==> config.mk <==
export PLATFORM = sky130hd
export DESIGN_NAME = host_ft245_cmd_sched
export DESIGN_NICKNAME = d
export VERILOG_FILES = /design/src/rtl/host_ft245_cmd_sched.sv
export SDC_FILE = /design/constraint.sdc
export NUM_CORES = 1
export LEC_CHECK = 0
export BUFFER_PORTS_ARGS = -buffer_cell sky130_fd_sc_hd__buf_2
export CAP_MARGIN = 15
export CORE_MARGIN = 2
export CORE_UTILIZATION = 32
export DETAILED_ROUTE_END_ITERATION = 8
export MAX_ROUTING_LAYER = met4
export SYNTH_ARGS = -nofsm -noshare
export SYNTH_HDL_FRONTEND = slang
export SYNTH_SLANG_ARGS = --single-unit
export TNS_END_PERCENT = 20
==> constraint.sdc <==
create_clock -name CLK -period 2.4 [get_ports CLK]
set_input_delay 0.36 -clock CLK [delete_from_list [all_inputs] [get_ports CLK]]
set_output_delay 0.36 -clock CLK [all_outputs]
set_load 0.005 [all_outputs]
==> src/rtl/host_ft245_cmd_sched.sv <==
// Round-robin command scheduler sharing the FT245 host model command interface between two requesters.
// Optional SEND timeout abort is enabled by defining HOST_FT245_CMD_SCHED_TIMEOUT_EN.
module host_ft245_cmd_sched #(
  parameter int unsigned HOLD_CYCLES    = 4,
  parameter int unsigned GAP_CYCLES     = 2,
  parameter int unsigned STATUS_SAMPLE  = 8,
  parameter int unsigned STATUS_SPAN    = 18,
  parameter int unsigned TIMEOUT_CYCLES = 1024
) (
  input  logic       CLK,
  input  logic       RST_N,
  input  logic       REQ0,
  input  logic       REQ1,
  input  logic [1:0] OP0,
  input  logic [1:0] OP1,
  input  logic [7:0] WDATA0,
  input  logic [7:0] WDATA1,
  output logic       GNT0,
  output logic       GNT1,
  output logic       DONE0,
  output logic       DONE1,
  output logic [7:0] RDATA,
  output logic       ERR,
  output logic       BUSY,
  output logic       READ_FT_245,
  output logic       WRITE_FT_245,
  output logic       READ_FT_STATUS,
  output logic [7:0] DATA_IN,
  input  logic [7:0] DATA_OUT,
  input  logic       HOST_FT245_RXF_N
);

  typedef enum logic [2:0] {
    ST_IDLE    = 3'd0,
    ST_ISSUE   = 3'd1,
    ST_WAIT    = 3'd2,
    ST_RELEASE = 3'd3,
    ST_GAP     = 3'd4
  } state_t;

  localparam logic [1:0]  OP_ILLEGAL = 2'b00;
  localparam logic [1:0]  OP_SEND    = 2'b01;
  localparam logic [1:0]  OP_FETCH   = 2'b10;
  localparam logic [1:0]  OP_STATUS  = 2'b11;
  localparam logic [15:0] HOLD_C     = 16'(HOLD_CYCLES);
  localparam logic [15:0] GAP_C      = 16'(GAP_CYCLES);
  localparam logic [15:0] SAMPLE_C   = 16'(STATUS_SAMPLE);
  localparam logic [15:0] SPAN_END_C = 16'(STATUS_SPAN - 1);
  localparam logic [15:0] TIMEOUT_C  = 16'(TIMEOUT_CYCLES);

  state_t      state_r;
  logic        port_r;
  logic        last_r;
  logic [1:0]  op_r;
  logic [7:0]  cap_r;
  logic [15:0] cnt_r;
  logic        rxf_r;
  logic        seen_low_r;

  logic        pick_s;
  logic [1:0]  op_s;
  logic [7:0]  wdata_s;
  logic [15:0] cnt_inc_s;
  logic [7:0]  cap_s;
  logic        finish_s;
  logic        fin_err_s;
  logic [7:0]  fin_rdata_s;

`ifndef HOST_FT245_CMD_SCHED_TIMEOUT_EN
  logic unused_timeout_s;
  assign unused_timeout_s = ^TIMEOUT_C;
`endif

  // Arbitration choice and saturating counter increment.
  always_comb begin
    pick_s = 1'b0;
    if (REQ0 && REQ1) begin
      pick_s = ~last_r;
    end else begin
      pick_s = REQ1;
    end
    op_s      = pick_s ? OP1 : OP0;
    wdata_s   = pick_s ? WDATA1 : WDATA0;
    cnt_inc_s = (cnt_r == 16'hFFFF) ? cnt_r : cnt_r + 16'd1;
  end

  // Completion decision for the command in flight; cnt_r is the offset from ISSUE.
  always_comb begin
    finish_s    = 1'b0;
    fin_err_s   = 1'b0;
    fin_rdata_s = RDATA;
    cap_s       = (cnt_r == SAMPLE_C) ? DATA_OUT : cap_r;
    case (state_r)
      ST_ISSUE: begin
        if (op_r == OP_ILLEGAL) begin
          finish_s  = 1'b1;
          fin_err_s = 1'b1;
        end else begin
          finish_s = 1'b0;
        end
      end
      ST_WAIT: begin
        case (op_r)
          OP_SEND: begin
            if (rxf_r && seen_low_r) begin
              finish_s = 1'b1;
`ifdef HOST_FT245_CMD_SCHED_TIMEOUT_EN
            end else if (cnt_r >= TIMEOUT_C) begin
              finish_s  = 1'b1;
              fin_err_s = 1'b1;
`endif
            end else begin
              finish_s = 1'b0;
            end
          end
          OP_FETCH: begin
            if (cnt_r >= HOLD_C) begin
              finish_s    = 1'b1;
              fin_rdata_s = DATA_OUT;
            end else begin
              finish_s = 1'b0;
            end
          end
          OP_STATUS: begin
            if (cnt_r >= SPAN_END_C) begin
              finish_s    = 1'b1;
              fin_rdata_s = cap_s;
            end else begin
              finish_s = 1'b0;
            end
          end
          default: begin
            finish_s  = 1'b1;
            fin_err_s = 1'b1;
          end
        endcase
      end
      default: finish_s = 1'b0;
    endcase
  end

  // Scheduler FSM with all outputs registered.
  always_ff @(posedge CLK or negedge RST_N) begin
    if (!RST_N) begin
      state_r        <= ST_IDLE;
      port_r         <= 1'b0;
      last_r         <= 1'b1;
      op_r           <= 2'b00;
      cap_r          <= 8'h00;
      cnt_r          <= 16'd0;
      rxf_r          <= 1'b1;
      seen_low_r     <= 1'b0;
      GNT0           <= 1'b0;
      GNT1           <= 1'b0;
      DONE0          <= 1'b0;
      DONE1          <= 1'b0;
      RDATA          <= 8'h00;
      ERR            <= 1'b0;
      BUSY           <= 1'b0;
      READ_FT_245    <= 1'b0;
      WRITE_FT_245   <= 1'b0;
      READ_FT_STATUS <= 1'b0;
      DATA_IN        <= 8'h00;
    end else begin
      rxf_r <= HOST_FT245_RXF_N;
      case (state_r)
        ST_IDLE: begin
          if (REQ0 || REQ1) begin
            state_r    <= ST_ISSUE;
            BUSY       <= 1'b1;
            port_r     <= pick_s;
            last_r     <= pick_s;
            op_r       <= op_s;
            GNT0       <= ~pick_s;
            GNT1       <= pick_s;
            cnt_r      <= 16'd0;
            seen_low_r <= 1'b0;
            case (op_s)
              OP_SEND: begin
                READ_FT_245 <= 1'b1;
                DATA_IN     <= wdata_s;
              end
              OP_FETCH:  WRITE_FT_245   <= 1'b1;
              OP_STATUS: READ_FT_STATUS <= 1'b1;
              default:   DATA_IN        <= 8'h00;
            endcase
          end
        end
        ST_ISSUE, ST_WAIT: begin
          cnt_r          <= cnt_inc_s;
          READ_FT_STATUS <= 1'b0;
          if (!rxf_r) seen_low_r <= 1'b1;
          if (state_r == ST_WAIT && op_r == OP_STATUS) cap_r <= cap_s;
          if (finish_s) begin
            state_r      <= ST_RELEASE;
            READ_FT_245  <= 1'b0;
            WRITE_FT_245 <= 1'b0;
            DATA_IN      <= 8'h00;
            DONE0        <= ~port_r;
            DONE1        <= port_r;
            ERR          <= fin_err_s;
            RDATA        <= fin_rdata_s;
          end else begin
            state_r <= ST_WAIT;
          end
        end
        ST_RELEASE: begin
          DONE0   <= 1'b0;
          DONE1   <= 1'b0;
          GNT0    <= 1'b0;
          GNT1    <= 1'b0;
          cnt_r   <= 16'd1;
          state_r <= ST_GAP;
        end
        ST_GAP: begin
          if (cnt_r >= GAP_C) begin
            state_r <= ST_IDLE;
            BUSY    <= 1'b0;
          end else begin
            cnt_r <= cnt_inc_s;
          end
        end
        default: begin
          state_r        <= ST_IDLE;
          GNT0           <= 1'b0;
          GNT1           <= 1'b0;
          DONE0          <= 1'b0;
          DONE1          <= 1'b0;
          BUSY           <= 1'b0;
          READ_FT_245    <= 1'b0;
          WRITE_FT_245   <= 1'b0;
          READ_FT_STATUS <= 1'b0;
          DATA_IN        <= 8'h00;
        end
      endcase
    end
  end

endmodule

==> Flow_metrics.wiki <==
{| class="wikitable"
! Metric !! Value
|-
| Status || completed
|-
| Relative max-transition margin || between 50% and 60%
|-
| Non-filler cells in the finished layout || between 500 and 600
|-
| Number of fill cells || 1023
|-
| Largest fanout on the critical path || 10
|-
| Final-report max-slew violation count || 0
|-
| Netlist area before placement || between 3000 and 4000 sq um
|-
| Estimated wirelength of the detail-placed design || just over 6 mm
|-
| Beginning of the critical path || last_r
|-
| Number of port buffers || 57
|-
| Worst Hold Class || in -> async
|-
| Length of the first detailed-routing pass in iterations || 4
|-
| Critical Path End Type || register
|-
| Maxcap violations || 0
|-
| Antenna diode count || 0
|-
| Vias per cell || 5.23
|-
| Endpoints failing hold || 0
|-
| Syn Inst Count || between 300 and 400
|-
| Data arrival time of the worst path || roughly 2.5 ns
|-
| CTS clock-pin slew for the worst setup and hold paths || 0.06 ns
|-
| Number of H-tree levels || 3
|-
| Post-CTS setup buffer count || 0
|-
| Multi-input combinational cell area || 1640 sq um
|-
| Crit Path Category || reg -> reg
|-
| Data required time of the critical path || ~2.6 ns
|-
| Final design utilization || roughly two fifths
|-
| Net count of the mapped netlist || 384
|-
| Post-layout total power || 4.01 mW
|-
| Setup repair after global routing missed its margin || no
|-
| Net count reported at finish || between 400 and 500
|-
| Clock tree skew after final layout || approximately 0.005 ns
|-
| Average footprint of a synthesized cell || 9.35 sq um
|-
| Antenna violation net count after detailed routing || 0
|-
| Timing-limited maximum frequency || 443 MHz
|-
| Wire length of the first global-routing pass || ~13 mm
|-
| Boundary pin count || just under 60
|-
| Startpoint type of the worst setup path || register
|-
| Share of layout cells above drive strength 1 || roughly 26%
|-
| Die Outline Area || between 10000 and 15000 sq um
|-
| Post-synthesis sequential element count || between 50 and 60
|-
| Commonest register cell after synthesis || dfrtp_1
|-
| Worst-Skew Late Latency || ~0.33 ns
|-
| Post-route clock period utilization || a little over nine tenths
|-
| Cell at the root of the clock tree || clkbuf_8
|-
| Average wire per standard cell || 14.9 microns
|-
| Std-Cell Core Area || roughly 10000 sq um
|-
| Count of standard-cell rows || 36
|-
| Die span in x || 105 microns
|-
| Starting utilization of the core area || about a third
|-
| Sequential cell area || roughly 1500 sq um
|-
| Area after detailed placement || ~3700 sq um
|-
| Overflow left after global routing || 0
|-
| Clock Sinks || between 50 and 60
|-
| Setup-failing EPs final || 0
|-
| Routability-driven placement congestion ratio || 0.827
|-
| DRC violation count after routing || 0
|-
| Start of the worst register-to-register path || last_r
|-
| Post-synth EDFFs || 0
|-
| Depth of the worst register-to-register path || 5
|-
| Detailed router's first-iteration violation count || approximately 190
|-
| Area of all placed cells without fillers || around 3900 sq um
|-
| Worst hold slack || about 0.076 ns
|-
| Worst-case setup slack after placement || around 0.15 ns
|-
| Power per Cell Area || approximately 1000 nW/um^2
|-
| Maximum number of buffers from clock root to sink || 2
|-
| Distinct cell type count after synthesis || 53
|-
| FF-to-FF End || DATA_IN[3]
|-
| Register area share after synthesis || between 40% and 50%
|-
| Aggregate negative setup slack || 0 ns
|-
| Vias in the first global route || 2805
|-
| Share of flip-flops with an asynchronous set or reset after synthesis || between 90% and 100%
|-
| Internal reg-to-reg setup slack || roughly 0.14 ns
|-
| Period minus WS final || about 2.3 ns
|-
| Maximum VDD drop || 0.402 mV
|-
| CTS tree || done
|-
| Layout Area Growth over Synthesis || 19.4%
|-
| Yosys synthesis warning count || 0
|-
| Number of clock buffers inserted by TritonCTS || 9
|-
| WL final || just over 8 mm
|-
| Total GRT Usage || between 15 and 20%
|-
| Pin count of the biggest net entering global routing || 31
|-
| Final Worst Setup Slack || 0.143 ns
|-
| Inst Count DP || 529
|-
| Antenna violations before repair || 0
|-
| Least-Margin Pin Slew || approximately 0.72 ns
|-
| Standby leakage power || between 1.5 and 2 nW
|-
| Vertical die dimension || about 100 microns
|-
| Vias after detailed routing || 2844
|}
-- layout by cell type (no fill, tap or decap), drive strengths merged, types with 2 or more instances in the layout --
cell type,instances
or4,10
a31oi,2
dfstp,2
o21a,3
or2,2
nand3,7
o31ai,10
a21oi,17
o21ai,41
mux2,8
nand2b,3
nor3,3
ha,4
dfrtp,56
a21boi,4
a21o,9
clkinv,3
nor2b,2
clkbuf,12
nand2,48
o211ai,9
buf,70
and4,4
mux2i,13
a22o,2
and2,5
nor4,2
a221o,2
a41o,2
nand4,8
and3,6
nor2,17
nor3b,2
inv,11
-- how the worst max path moves through the flow --
stage                       to  slack [ns]  cells past startpoint
finish              DATA_IN[3]        0.14                      5
global route        DATA_IN[3]        0.02                      8
CTS                 DATA_IN[3]        0.14                      5
detailed placement  DATA_IN[3]        0.15                      5
global placement    DATA_IN[3]        0.19                      5
floorplan                DONE0        0.44                      8
-- synthesized netlist by cell type (all sizes together) (3+ instances only) --
cell     n  share of area, %
o21a     3              0.69
nand2   48               5.6
and4     4               1.1
a21oi   17               2.6
nand3    7               1.1
buf     11               2.0
a21o     9               2.1
nor2    17               2.5
nand4    8               1.5
clkbuf  10               1.2
o21ai   41               6.3
a21boi   4               1.0
nor3     3              0.46
ha       4               1.5
nand2b   3              0.58
o211ai   9               2.1
mux2i   13               4.0
mux2     8               2.8
dfrtp   56                43
and2     5              0.96
o31ai   10               2.3
or4     10               2.3
inv     11               1.3
and3     6               1.2
-- per-layer routing --
layer  vias to the layer above  global-route usage [%]  share of wire (%)
li1                       1395                       -                  -
met1                      1363                    20.3                 49
met2                        73                    23.9                 45
met3                        13                    3.62                4.7
met4                         0                    4.76                1.2
met5                         -                       -                  0
-- power breakdown --
part           switching [mW]  internal (mW)
clock network           0.365          0.420
registers               0.279           1.26
logic                   0.997          0.687
total                    1.64           2.37
-- state kept, by name (all words and copies together) (netlist names) --
register,count
BUSY,1
DATA_IN,8
DONE0,1
DONE1,1
ERR,1
GNT0,1
GNT1,1
RDATA,8
READ_FT_245,1
READ_FT_STATUS,1
WRITE_FT_245,1
cap_r,8
cnt_r,16
last_r,1
op_r,2
port_r,1
rxf_r,1
seen_low_r,1
state_r,3
-- cells by family (layout without fill, tap and decap cells) --
family          count (synthesis)  after routing  share of synthesized area, %
buf+inv                        32             96                          4.51
simple gates                  124            124                          20.3
mux                            21             21                          6.79
xor+xnor                        1              1                         0.502
flops                          58             58                          44.8
compound gates                107            107                          21.5
fa+ha+maj                       4              4                          1.54
-- final cells by class --
| cell class | count | area share (%) |
|---|---|---|
| Tap cell | 133 | 4.30 |
| Clock buffer | 12 | 4.01 |
| Multi-Input combinational cell | 257 | 42.5 |
| Inverter | 11 | 1.07 |
| Sequential cell | 58 | 37.6 |
| Timing Repair Buffer | 70 | 10.2 |
| Clock inverter | 3 | 0.388 |
-- critical path, cell delays in order (launching register included) --
cell,delay [ns]
dfstp_2,0.59
a21bo_1,0.31
mux2i_1,0.22
or4b_1,0.71
a21o_1,0.24
o211ai_1,0.09
-- what timing repair did --
item                                    in CTS  in global routing
endpoints found under the setup margin       0                  2
resized for setup                            0                  1
hold buffers                                 0                  0
Note: power is estimated with default switching activity, not from simulation.
